<file path="src/rtl/pkt_checker_rx.sv">
// -----------------------------------------------------------------------------
// pkt_checker_rx
//
// Receive-side traffic checker for router bring-up. It consumes packets from one
// AXI-Stream egress port and checks each one:
//   flit 0                 must equal exp_hdr                  (error 1, then drain)
//   flit 1                 unchecked
//   flits 2 .. exp_len-3   low byte must equal idx-1            (error 2)
//   flit exp_len-2         unchecked
//   flit exp_len-1         needs tlast (error 3, then drain) and TAIL_WORD (error 4)
//   tlast before exp_len-1 ends the packet with error 3
//   tkeep == 0 on any checked flit                             (error 5, lowest priority)
// When one flit breaks several rules, the lowest error code is reported.
// Only the first error of a packet updates err_code/err_flag. The packet is
// counted once, good or bad, on its tlast handshake.
// Latency runs from the tx_start pulse to the tlast handshake.
//
// Optional build macro: CHECKER_BACKPRESSURE_EN
//   defined   : s_tready is additionally gated by a 4-bit LFSR (x^4+x^3+1,
//               seed 4'b1001) that advances every cycle outside reset.
//   undefined : s_tready is simply enable delayed by one cycle.
//
// Ports:
//   clk, rst        clock and synchronous active-high reset
//   enable          accept traffic when 1 (reflected on s_tready one cycle later)
//   exp_hdr         required flit-0 data
//   exp_len         flits per packet (4..255)
//   tx_start        launch pulse from the traffic generator, starts the timer
//   s_t*            AXI-Stream slave
//   pkt_done        one-cycle pulse per completed packet
//   pkt_count       good packets (saturating)
//   err_count       bad packets (saturating)
//   err_code        code of the most recent packet error
//   err_flag        sticky error indicator
//   last_latency    latency of the most recent packet (0 if the timer was idle)
//   max_latency     largest latency seen
// -----------------------------------------------------------------------------
module pkt_checker_rx #(
    parameter int                DATA_W    = 64,
    parameter int                KEEP_W    = 8,
    parameter logic [DATA_W-1:0] TAIL_WORD = 64'hFFFF_FFFF_FFFF_FFFF
) (
    input  logic              clk,
    input  logic              rst,
    input  logic              enable,
    input  logic [63:0]       exp_hdr,
    input  logic [7:0]        exp_len,
    input  logic              tx_start,
    input  logic [DATA_W-1:0] s_tdata,
    input  logic [KEEP_W-1:0] s_tkeep,
    input  logic              s_tvalid,
    output logic              s_tready,
    input  logic              s_tlast,
    output logic              pkt_done,
    output logic [15:0]       pkt_count,
    output logic [15:0]       err_count,
    output logic [2:0]        err_code,
    output logic              err_flag,
    output logic [15:0]       last_latency,
    output logic [15:0]       max_latency
);

    typedef enum logic [2:0] {
        ST_IDLE,
        ST_HDR,
        ST_BODY,
        ST_TAIL,
        ST_DRAIN
    } state_t;

    localparam logic [2:0] ERR_NONE = 3'd0;
    localparam logic [2:0] ERR_HDR  = 3'd1;
    localparam logic [2:0] ERR_SEQ  = 3'd2;
    localparam logic [2:0] ERR_LAST = 3'd3;
    localparam logic [2:0] ERR_TAIL = 3'd4;
    localparam logic [2:0] ERR_KEEP = 3'd5;

    state_t      state_reg, state_next;
    logic [7:0]  idx_reg, idx_next;
    logic        pkt_err_reg, pkt_err_next;   // current packet already has an error
    logic        enable_q_reg;
    logic        pkt_done_reg;
    logic [15:0] pkt_count_reg, err_count_reg;
    logic [2:0]  err_code_reg;
    logic        err_flag_reg;
    logic [15:0] last_latency_reg, max_latency_reg;
    logic [15:0] timer_reg;
    logic        timer_run_reg;

    logic        hs;
    logic        checking;
    logic [2:0]  flit_err;
    logic        pkt_end;
    logic        pkt_bad;
    logic        new_err;
    logic [7:0]  last_idx;
    logic [7:0]  body_last;
    logic [15:0] lat_sample;

    assign hs        = s_tvalid & s_tready;
    assign checking  = (state_reg != ST_DRAIN);
    assign last_idx  = exp_len - 8'd1;
    assign body_last = exp_len - 8'd3;

    // -------------------------------------------------------------------------
    // Next state and per-flit error classification
    // -------------------------------------------------------------------------
    always_comb begin
        state_next   = state_reg;
        idx_next     = idx_reg;
        pkt_err_next = pkt_err_reg;
        flit_err     = ERR_NONE;
        pkt_end      = 1'b0;

        if (hs) begin
            idx_next = idx_reg + 8'd1;

            case (state_reg)
                ST_IDLE: begin
                    if (s_tdata != exp_hdr) begin
                        flit_err   = ERR_HDR;
                        state_next = ST_DRAIN;
                    end else begin
                        state_next = ST_HDR;
                    end
                end
                ST_HDR: begin
                    state_next = (exp_len == 8'd4) ? ST_TAIL : ST_BODY;
                end
                ST_BODY: begin
                    if (s_tdata[7:0] != (idx_reg - 8'd1)) begin
                        flit_err = ERR_SEQ;
                    end
                    if (idx_reg == body_last) begin
                        state_next = ST_TAIL;
                    end
                end
                ST_TAIL: begin
                    if (idx_reg == last_idx) begin
                        if (!s_tlast) begin
                            // Packet overran its length: discard until tlast.
                            flit_err   = ERR_LAST;
                            state_next = ST_DRAIN;
                        end else if (s_tdata != TAIL_WORD) begin
                            flit_err = ERR_TAIL;
                        end
                    end
                end
                ST_DRAIN: begin
                    state_next = ST_DRAIN;
                end
                default: begin
                    state_next = ST_IDLE;
                end
            endcase

            // tlast always closes the packet, whatever state we are in.
            if (s_tlast) begin
                if (checking && (flit_err == ERR_NONE) && (idx_reg != last_idx)) begin
                    flit_err = ERR_LAST;
                end
                pkt_end    = 1'b1;
                state_next = ST_IDLE;
                idx_next   = 8'd0;
            end

            // Keep check only reports when nothing more specific fired.
            if (checking && (flit_err == ERR_NONE) && (s_tkeep == '0)) begin
                flit_err = ERR_KEEP;
            end

            pkt_err_next = pkt_end ? 1'b0 : (pkt_err_reg | (flit_err != ERR_NONE));
        end
    end

    assign pkt_bad    = pkt_err_reg | (flit_err != ERR_NONE);
    assign new_err    = hs & (flit_err != ERR_NONE) & ~pkt_err_reg;
    assign lat_sample = (timer_reg == 16'hFFFF) ? 16'hFFFF : (timer_reg + 16'd1);

    // -------------------------------------------------------------------------
    // Ready generation
    // -------------------------------------------------------------------------
`ifdef CHECKER_BACKPRESSURE_EN
    logic [3:0] lfsr_reg;

    always_ff @(posedge clk) begin
        if (rst) begin
            lfsr_reg <= 4'b1001;
        end else begin
            lfsr_reg <= {lfsr_reg[2:0], lfsr_reg[3] ^ lfsr_reg[2]};
        end
    end

    assign s_tready = enable_q_reg & lfsr_reg[0];
`else
    assign s_tready = enable_q_reg;
`endif

    // -------------------------------------------------------------------------
    // State, statistics and latency registers
    // -------------------------------------------------------------------------
    always_ff @(posedge clk) begin
        if (rst) begin
            state_reg        <= ST_IDLE;
            idx_reg          <= 8'd0;
            pkt_err_reg      <= 1'b0;
            enable_q_reg     <= 1'b0;
            pkt_done_reg     <= 1'b0;
            pkt_count_reg    <= 16'd0;
            err_count_reg    <= 16'd0;
            err_code_reg     <= 3'd0;
            err_flag_reg     <= 1'b0;
            last_latency_reg <= 16'd0;
            max_latency_reg  <= 16'd0;
            timer_reg        <= 16'd0;
            timer_run_reg    <= 1'b0;
        end else begin
            state_reg    <= state_next;
            idx_reg      <= idx_next;
            pkt_err_reg  <= pkt_err_next;
            enable_q_reg <= enable;
            pkt_done_reg <= pkt_end;

            if (new_err) begin
                err_code_reg <= flit_err;
                err_flag_reg <= 1'b1;
            end

            if (pkt_end) begin
                if (pkt_bad) begin
                    if (err_count_reg != 16'hFFFF) begin
                        err_count_reg <= err_count_reg + 16'd1;
                    end
                end else begin
                    if (pkt_count_reg != 16'hFFFF) begin
                        pkt_count_reg <= pkt_count_reg + 16'd1;
                    end
                end

                if (timer_run_reg) begin
                    last_latency_reg <= lat_sample;
                    if (lat_sample > max_latency_reg) begin
                        max_latency_reg <= lat_sample;
                    end
                end else begin
                    last_latency_reg <= 16'd0;
                end
            end

            // tx_start wins over stop, so a launch coinciding with tlast
            // restarts the timer after the old value has been sampled.
            if (tx_start) begin
                timer_reg     <= 16'd0;
                timer_run_reg <= 1'b1;
            end else if (pkt_end) begin
                timer_run_reg <= 1'b0;
            end else if (timer_run_reg && (timer_reg != 16'hFFFF)) begin
                timer_reg <= timer_reg + 16'd1;
            end
        end
    end

    assign pkt_done     = pkt_done_reg;
    assign pkt_count    = pkt_count_reg;
    assign err_count    = err_count_reg;
    assign err_code     = err_code_reg;
    assign err_flag     = err_flag_reg;
    assign last_latency = last_latency_reg;
    assign max_latency  = max_latency_reg;

endmodule
</file>
<file path="config.mk">
export PLATFORM = sky130hd
export DESIGN_NAME = pkt_checker_rx
export DESIGN_NICKNAME = d
export VERILOG_FILES = /design/src/rtl/pkt_checker_rx.sv
export SDC_FILE = /design/constraint.sdc
export NUM_CORES = 1
export LEC_CHECK = 0
export ABC_CLOCK_PERIOD_IN_PS = 4000
export BUFFER_PORTS_ARGS = -buffer_cell sky130_fd_sc_hd__buf_4
export CORE_ASPECT_RATIO = 0.9
export CORE_MARGIN = 1
export CORE_UTILIZATION = 35
export DETAILED_ROUTE_END_ITERATION = 10
export GPL_ROUTABILITY_DRIVEN = 0
export GPL_TIMING_DRIVEN = 0
export PLACE_DENSITY_LB_ADDON = 0.12
export SYNTH_ARGS = -nofsm -noshare
export SYNTH_HDL_FRONTEND = slang
export SYNTH_SLANG_ARGS = --single-unit
</file>
<file path="constraint.sdc">
create_clock -name clk -period 4 [get_ports clk]
set_clock_uncertainty 0.05 [all_clocks]
set_input_delay 0.4 -clock clk [delete_from_list [all_inputs] [get_ports clk]]
set_output_delay 0.4 -clock clk [all_outputs]
set_load 0.02 [all_outputs]
</file>
==> results of run 1 <==
==> worst max-delay path: stages, from the launching register on <==
cell	delay, ns
dfxtp_4	0.39
ha_4	0.17
nand3_4	0.11
nor4_4	0.35
and3_4	0.28
nand3_4	0.15
nand2b_4	0.14
ha_1	0.24
nor2b_1	0.13
o21a_1	0.16
o21a_1	0.16
o21a_1	0.15
o21ai_0	0.14
a21oi_1	0.10
o31a_1	0.25
clkbuf_4	0.19
buf_4	0.20
a311oi_2	0.30
==> cells by family (layout without fill, tap and decap cells) <==
| group | count (synthesis) | after routing | share of synthesized area |
|---|---|---|---|
| simple gates | 325 | 325 | 0.258 |
| compound gates | 135 | 135 | 0.160 |
| xor+xnor | 122 | 122 | 0.166 |
| flops | 99 | 99 | 0.307 |
| buf+inv | 71 | 305 | 0.0425 |
| fa+ha+maj | 23 | 23 | 0.0446 |
| mux | 13 | 13 | 0.0217 |
| other cells | 0 | 3 | 0 |
==> Yosys cell counts, types with 16 or more instances <==
| cell type | instances | area share |
|---|---|---|
| a22o_1 | 17 | 0.023 |
| clkbuf_1 | 26 | 0.015 |
| nor4_1 | 16 | 0.016 |
| nand4_1 | 47 | 0.046 |
| xnor2_1 | 97 | 0.13 |
| xor2_1 | 25 | 0.034 |
| nand2_1 | 60 | 0.035 |
| ha_1 | 23 | 0.045 |
| dfxtp_1 | 99 | 0.31 |
| inv_1 | 36 | 0.021 |
| a21oi_1 | 29 | 0.023 |
| nor2_1 | 89 | 0.052 |
| nand3_1 | 33 | 0.026 |
==> final cells by class <==
cell class,instances,area share
Antenna cell,3,0.000853
Clock inverter,5,0.00483
Multi-Input combinational cell,618,0.487
Buffer,34,0.0171
Inverter,36,0.0153
Sequential cell,99,0.226
Timing Repair Buffer,219,0.187
Tap cell,240,0.0341
Clock buffer,11,0.0276
==> where the power goes <==
group | switching [mW] | internal (mW)
registers | 0.00951 | 0.992
logic | 0.181 | 0.193
clock network | 0.418 | 0.450
total | 0.608 | 1.64
==> metal layers <==
metal / global-route usage / up-vias / wire, um
met5: 0 / - / 0
met4: 0.0768 / 0 / 420
met3: 0.0420 / 23 / 1080
met2: 0.406 / 188 / 10600
met1: 0.268 / 3018 / 9380
li1: - / 3298 / -
==> repair_timing <==
action,4_1_cts,5_1_grt
gates resized for setup,17,20
hold endpoints to repair,0,0
endpoints found under the setup margin,24,27
setup buffers,1,3
pin swaps,2,3
==> worst max path at each step <==
stage                           end  slack (ns)  depth (start not counted)
finish               max_latency[6]        0.24                         17
global route         max_latency[6]       0.002                         17
CTS                  max_latency[5]        0.03                         16
detailed placement   max_latency[5]       -0.90                         19
global placement     max_latency[5]       -0.91                         19
floorplan           max_latency[10]        0.03                         18
==> results.tsv, run 1 <==
stage	metric	value	unit
outcome	status	finished clean	
setup_path	rr_worst_depth	17	
clocking	clk_latency	0.36	ns
synth	synth-seq-cells	99	
routing	routedWlPerCell	17.0	um
hold_path	hp-start	enable	
timing	min_period	3.76	ns
setup_path	r2r_start	timer_reg[0]	
routing	drc	0	
setup_path	cp_max_fo	10	
routing	vias	6527	
routing	drt_iter0_drc	355	
global_route	antenna_found_initial	3	
setup_path	cp.required	4.21	ns
synth	syn_inst	788	
finish	final_cell_mix	buf_4 (221), xnor2_1 (97), dfxtp_1 (94), nor2_1 (89), nand2_1 (60)	
die	dieWidth	145	um
place	dpl_cell_area	8370	um^2
finish	final_cell_count_no_fill	1265	
setup_path	reg2reg_slack	0.24	ns
die	start_util	0.361	
timing	fmax	266	MHz
power	ir_worst_vdd	0.000214	V
finish	fin_area	8810	um^2
synth	synth_ff_type	dfxtp_1	
global_route	track_usage	0.224	
die	core_region_area	17800	um^2
run	max_cap_viol_count	0	
clocking	cts_sinks	99	
synth	netlist_area	6450	um^2
die	die_h	131	um
synth	async_flop_share	0	
power	p_leak	3.54	nW
clocking	cts_tree	built	
global_route	grt_pass1_vias	6152	
power	power	2.24	mW
global_route	grt_overflow	0	
clocking	clock_path_buffers	2	
routing	drt_pass1_iterations	5	
timing	final.setup.tns	0	ns
timing	rsz0062_at_grt	no	
place	place_ws	-0.897	ns
synth	ys_warn_count	0	
global_route	grt_max_degree	18	
die	rows	46	
finish	seq_area	1990	um^2
die	dieArea	19000	um^2
clocking	cts.hold.buffers_added	0	
setup_path	crit_path_start	timer_reg[0]	
finish	drive_above_1_share	0.277	
power	power_density	255	nW/um^2
synth	ys_types	62	
timing	period_share	0.940	
hold_path	hold_end	s_tready	
setup_path	critPathLaunchType	flop	
synth	synth.avg_cell_area	8.18	um^2
clocking	cts_buffers	9	
timing	whs	0.204	ns
routing	postRouteAntennaNets	0	
place	placed_cells	1243	
synth	synth.net_count	961	
global_route	grt_pass1_wl	33400	um
clocking	path_clk_slew	0.07	ns
synth	ys_seq_area_frac	0.307	
finish	final_common_cell	buf_4	
finish	layout.nets	1190	
clocking	cts-root-buf	clkbuf_16	
setup_path	worstSetupPathType	reg2reg	
routing	routed_via_density	5.16	
finish	multiInputGateArea	4290	um^2
synth	synth-edff-count	0	
timing	worst_slew_pin_slew	1.02	ns
place	dpl.hpwl	17100	um
place	port_buffers	215	
finish	syn2layout_area_growth	36.6	%
timing	relSlewSlack	0.315	
timing	hold_viol_final	0	
timing	slew_viol_final	0	
finish	fill_cells	1787	
setup_path	r2r-end	max_latency[6]	
finish	fin_util	0.494	
clocking	htree_num_levels	3	
die	ios	220	
hold_path	min-delay-path-class	in2reg	
routing	wirelength	21500	um
timing	finalSetupViolCount	0	
setup_path	cp_data_arrival_time	3.97	ns
hold_path	holdPathStages	2	
setup_path	end_kind	flop	
timing	setup_ws	0.239	ns
(Power assumes the default switching activity.)
==> inputs of run 2 (changes only) <==
--- a/config.mk
+++ b/config.mk
@@ -9,7 +9,7 @@
 export BUFFER_PORTS_ARGS = -buffer_cell sky130_fd_sc_hd__buf_4
 export CORE_ASPECT_RATIO = 0.9
 export CORE_MARGIN = 1
-export CORE_UTILIZATION = 35
+export CORE_UTILIZATION = 46
 export DETAILED_ROUTE_END_ITERATION = 10
 export GPL_ROUTABILITY_DRIVEN = 0
 export GPL_TIMING_DRIVEN = 0
==> results.tsv, run 2 (synthesis gave the netlist of run 1 again) <==
stage	metric	value	unit	change
setup_path	critical-path-max-stage-delay	0.38	ns	about the same
global_route	grt_max_degree	16		-2
power	power_density	255	nW/um^2	+0.16%
setup_path	worst-path-buf-inv	2		unchanged
routing	routedWlPerCell	17.1	um	+1.0%
die	core_region_area	13500	um^2	-24%
timing	setup_ws	0.248	ns	+0.00871 ns
outcome	status	finished clean		
setup_path	cp_slowest_cell	dfxtp_1		
global_route	grt_pass1_wl	32300	um	-3.4%
routing	vias	6658		+2.0%
setup_path	crit_chain	ha_2, nand3_2, nor4_4, and3_4, nand3_4, nand2b_4, ha_1, nor2b_1, o21a_1, o21a_1, o21a_1, o21ai_0, a21oi_1, o31a_1, clkbuf_4, buf_4, a311oi_1		
global_route	track_usage	0.283		+0.0585
timing	finalSetupViolCount	0		unchanged
setup_path	r2r_start	timer_reg[1]		
clocking	cts-root-buf	clkbuf_16		
setup_path	end_kind	flop		
setup_path	cp_data_arrival_time	3.95	ns	-0.02 ns
power	p_clk_frac	0.383		-0.004
hold_path	hp-start	enable		
die	dieArea	14500	um^2	-24%
setup_path	path_delay_family	compound AO/OA/AOI/OAI gates		
clocking	cts_buffers	9		unchanged
clocking	cts_sinks	99		unchanged
power	ir_worst_vdd	0.000222	V	+3.4%
setup_path	r2r-end	max_latency[6]		
setup_path	cp_max_fo	10		unchanged
timing	relSlewSlack	0.324		+0.00871
timing	slew_viol_final	0		unchanged
global_route	grt_pass1_vias	6317		+2.7%
hold_path	holdPathStages	2		unchanged
run	max_cap_viol_count	0		unchanged
routing	drt_pass1_iterations	5		unchanged
power	p_switching	0.557	mW	-8.5%
clocking	clock_path_buffers	2		unchanged
die	dieWidth	127	um	-13%
clocking	cts_tree	built		
clocking	path_clk_slew	0.07	ns	about the same
hold_path	min-delay-path-class	in2reg		
place	place_ws	-0.864	ns	+0.0335 ns
timing	worst_slew_pin_slew	1.01	ns	-0.0129 ns
global_route	antenna_found_initial	1		-2
timing	period_share	0.938		-0.00218
timing	whs	0.215	ns	+0.0112 ns
power	power_frac_comb	0.167		about the same
finish	syn2layout_area_growth	35.4	%	
setup_path	reg2reg_slack	0.25	ns	about the same
finish	final_common_cell	buf_4		
timing	fmax	267	MHz	+0.23%
die	die_h	114	um	-13%
power	p_seq_frac	0.450		+0.004
power	intPower	1.67	mW	+2.2%
power	swShare	0.250		-0.0211
place	port_buffers	215		unchanged
setup_path	rr_worst_depth	17		unchanged
clocking	htree_num_levels	3		unchanged
setup_path	cp.required	4.20	ns	about the same
setup_path	worstSetupPathType	reg2reg		
routing	routed_via_density	5.58		+8.2%
place	dpl.hpwl	16400	um	-4.3%
routing	drt_iter0_drc	353		-0.56%
clocking	clk_latency	0.34	ns	-0.02 ns
die	start_util	0.477		+0.116
die	rows	40		-13%
timing	final.setup.tns	0	ns	unchanged
hold_path	hold_end	s_tready		
finish	final_cell_mix	buf_4 (223), xnor2_1 (97), dfxtp_1 (94), nor2_1 (89), nand2_1 (60)		
power	p_leak	3.56	nW	+0.57%
finish	layout.nets	1193		+0.25%
global_route	grt_overflow	0		unchanged
routing	wirelength	20500	um	-4.7%
finish	drive_above_1_share	0.279		+0.00239
setup_path	crit_top_cell	o21a_1		
die	ios	220		unchanged
setup_path	critPathLaunchType	flop		
finish	fin_util	0.646		+0.152
routing	postRouteAntennaNets	0		unchanged
timing	min_period	3.75	ns	-0.00871 ns
timing	hold_viol_final	0		unchanged
routing	drc	0		unchanged
## run 2: layout make-up
cell class	instances	area, um^2
repair buffers	222	1670
clock buffers	11	233
multi-input cells	618	4290
fillers	1219	4780
inverters	36	135
diodes	1	2.50
flip-flops and latches	99	1990
well taps	168	210
clock inverters	4	51.3
plain buffers	34	154
## run 2: repair_timing
item / CTS / global route
hold endpoints to repair: 0 / 0
setup endpoints to repair: 18 / 32
setup buffers: 0 / 7
gates resized for setup: 18 / 20
pin swaps: 1 / 4
hold buffers: 0 / 0
## run 2: worst register-to-register path: stages, from the launching register on
cell and delay [ns]:
dfxtp_1 0.38, ha_2 0.24, nand3_2 0.15, nor4_4 0.24, and3_4 0.29, nand3_4 0.16
nand2b_4 0.15, ha_1 0.24, nor2b_1 0.13, o21a_1 0.16, o21a_1 0.16, o21a_1 0.15
o21ai_0 0.14, a21oi_1 0.09, o31a_1 0.26, clkbuf_4 0.20, buf_4 0.20, a311oi_1 0.27
## run 2: through the flow
step | instances | cell area, um^2 | power, mW
2_1_floorplan | 788 | 6450 | 1.20
3_3_place_gp | 1171 | 8280 | 1.39
3_5_place_dp | 1171 | 8280 | 1.39
4_1_cts | 1185 | 8620 | 2.24
5_1_grt | 1193 | 8730 | 2.30
6_report | 1193 | 8730 | 2.23
## run 2: power groups by stage
stage          logic [mW]  registers [mW]  clock network, mW
2_1_floorplan       0.171            1.03                  0
3_5_place_dp        0.366            1.03                  0
6_report            0.373            1.00              0.853
4_1_cts             0.369            1.00              0.864
3_3_place_gp        0.363            1.03                  0
5_1_grt             0.403            1.00              0.896
## run 2: worst max path at each step
stage               slack, ns         start  cells past startpoint         endpoint
global route            -0.01  timer_reg[1]                     16  max_latency[11]
CTS                      0.02  timer_reg[3]                     16   max_latency[6]
finish                   0.25  timer_reg[1]                     17   max_latency[6]
global placement        -0.80  timer_reg[0]                     19   max_latency[5]
floorplan                0.03  timer_reg[0]                     18  max_latency[10]
detailed placement      -0.86  timer_reg[0]                     19   max_latency[8]
## run 2: layer usage
layer	GRT usage	vias to the layer above	wire, um
li1	-	3318	-
met2	0.507	202	9860
met5	0	-	0
met3	0.0537	35	1140
met1	0.339	3103	8920
met4	0.100	0	528
==> inputs of run 3 (changes only) <==
--- a/config.mk
+++ b/config.mk
@@ -6,7 +6,7 @@
 export NUM_CORES = 1
 export LEC_CHECK = 0
 export ABC_CLOCK_PERIOD_IN_PS = 4000
-export BUFFER_PORTS_ARGS = -buffer_cell sky130_fd_sc_hd__buf_4
+export BUFFER_PORTS_ARGS = -buffer_cell sky130_fd_sc_hd__buf_2
 export CORE_ASPECT_RATIO = 0.9
 export CORE_MARGIN = 1
 export CORE_UTILIZATION = 46
==> results.tsv, run 3 (synthesis gave the netlist of run 1 again) <==
stage	metric	value	unit	change
global_route	grt_pass1_vias	6203		-1.8%
timing	final.setup.tns	0	ns	unchanged
setup_path	critical-path-max-stage-delay	0.41	ns	+0.03 ns
setup_path	cp_slowest_cell	dfxtp_1		
routing	routed_via_density	5.60		+0.31%
clocking	clk_latency	0.35	ns	about the same
finish	syn2layout_area_growth	27.1	%	
setup_path	worst-path-buf-inv	2		unchanged
die	die_h	114	um	unchanged
power	power_density	267	nW/um^2	+4.4%
clocking	htree_num_levels	3		unchanged
hold_path	hold_end	s_tready		
finish	final_cell_mix	buf_2 (223), xnor2_1 (97), dfxtp_1 (94), nor2_1 (89), nand2_1 (60)		
die	dieWidth	127	um	unchanged
power	power	2.18	mW	-1.9%
timing	period_share	0.936		-0.00174
setup_path	reg2reg_slack	0.25	ns	about the same
finish	drive_above_1_share	0.279		-0.000704
routing	routedWlPerCell	17.2	um	+0.48%
setup_path	cp_max_fo	10		unchanged
setup_path	worstSetupPathType	reg2reg		
die	rows	40		unchanged
routing	drc	0		unchanged
routing	postRouteAntennaNets	0		unchanged
global_route	grt_pass1_wl	31800	um	-1.5%
power	ir_worst_vdd	0.000256	V	+16%
timing	slew_viol_final	0		unchanged
timing	hold_viol_final	0		unchanged
setup_path	rr_worst_depth	16		-1
clocking	cts_tree	built		
setup_path	critPathLaunchType	flop		
hold_path	hp-start	enable		
global_route	track_usage	0.281		-0.00133
clocking	cts_buffers	9		unchanged
power	p_leak	3.44	nW	-3.3%
setup_path	path_delay_family	simple AND/OR/NAND/NOR gates		
setup_path	end_kind	flop		
hold_path	min-delay-path-class	in2reg		
routing	drt_pass1_iterations	5		unchanged
outcome	status	finished clean		
setup_path	r2r-end	max_latency[6]		
die	ios	220		unchanged
clocking	path_clk_slew	0.07	ns	about the same
global_route	grt_overflow	0		unchanged
timing	relSlewSlack	0.317		-0.00658
routing	vias	6690		+0.48%
run	max_cap_viol_count	0		unchanged
die	core_region_area	13500	um^2	unchanged
setup_path	crit_chain	nand2_1, nor3_4, and3_4, and3_1, and3_2, xnor2_1, nand2_1, ha_1, a21o_1, a21o_1, a21oi_1, o21ai_1, o31a_1, buf_2, buf_4, a311oi_1		
clocking	cts.hold.buffers_added	0		unchanged
place	port_buffers	215		unchanged
place	dpl.hpwl	16300	um	-0.85%
routing	wirelength	20600	um	+0.65%
finish	layout.nets	1192		-0.084%
setup_path	r2r_start	timer_reg[5]		
clocking	clock_path_buffers	2		unchanged
clocking	cts_sinks	99		unchanged
global_route	grt_max_degree	17		+1
finish	final_common_cell	buf_2		
die	dieArea	14500	um^2	unchanged
timing	min_period	3.75	ns	-0.00697 ns
routing	drt_iter0_drc	304		-14%
setup_path	cp_data_arrival_time	3.95	ns	about the same
finish	fin_util	0.607		-0.0393
die	start_util	0.477		unchanged
clocking	cts-root-buf	clkbuf_16		
global_route	antenna_found_initial	3		+2
timing	worst_slew_pin_slew	1.02	ns	+0.00979 ns
timing	fmax	267	MHz	+0.19%
setup_path	cp.required	4.20	ns	about the same
timing	finalSetupViolCount	0		unchanged
hold_path	holdPathStages	2		unchanged
==> run 3: worst max-delay path by stage <==
stage,from,to,slack (ns),cells past startpoint
floorplan,timer_reg[0],max_latency[10],0.03,18
CTS,timer_reg[3],max_latency[6],0.005,16
detailed placement,timer_reg[0],max_latency[6],-0.89,19
finish,timer_reg[5],max_latency[6],0.25,16
global placement,timer_reg[0],max_latency[5],-0.82,19
global route,timer_reg[5],max_latency[6],-0.005,16
==> run 3: area by class of cell <==
class / count / area (um^2)
timing repair buffer: 221 / 1120
sequential: 99 / 1990
tap: 168 / 210
clock buffer: 11 / 253
fill: 1286 / 5320
multi-input combinational: 618 / 4290
clock inverter: 4 / 33.8
inverter: 36 / 135
buffer: 34 / 151
antenna: 4 / 10.0
==> run 3: metrics by stage <==
step / cell area, um^2 / hold WS, ns / instances / setup WS (ns)
global route: 8200 / 0.200 / 1194 / -0.00530
detailed placement: 7740 / 0.405 / 1171 / -0.888
CTS: 8080 / 0.201 / 1185 / 0.00514
floorplan: 6450 / 0.412 / 788 / 0.0345
global placement: 7740 / 0.396 / 1171 / -0.825
finish: 8200 / 0.208 / 1195 / 0.255
==> run 3: per-layer routing <==
layer	global-route usage	vias to the layer above	share of wire	wire (um)
met2	0.494	211	0.49	10000
li1	-	3308	-	-
met1	0.343	3133	0.43	8840
met5	0	-	0	0
met3	0.0533	38	0.058	1190
met4	0.106	0	0.027	549
==> run 3: worst register-to-register path: cells and delay by family, from the launching register on <==
family | cells | cell delay [ns]
AO/OA/AOI/OAI | 6 | 1.17
XOR/XNOR | 1 | 0.16
adder cells (fa/ha/maj) | 1 | 0.31
buffers and inverters | 2 | 0.39
flip-flops | 1 | 0.41
AND/OR/NAND/NOR | 6 | 1.16
==> run 3: repair_timing <==
action	in CTS	in global routing
gates resized for setup	18	21
setup endpoints to repair	21	34
setup buffers	0	6
pin swaps	1	4
==> run 3: power breakdown <==
group	leakage (nW)	switching [mW]	internal (mW)
combinational	2.50	0.180	0.151
clock	0.138	0.395	0.457
sequential	0.802	0.00925	0.992
total	3.44	0.584	1.60
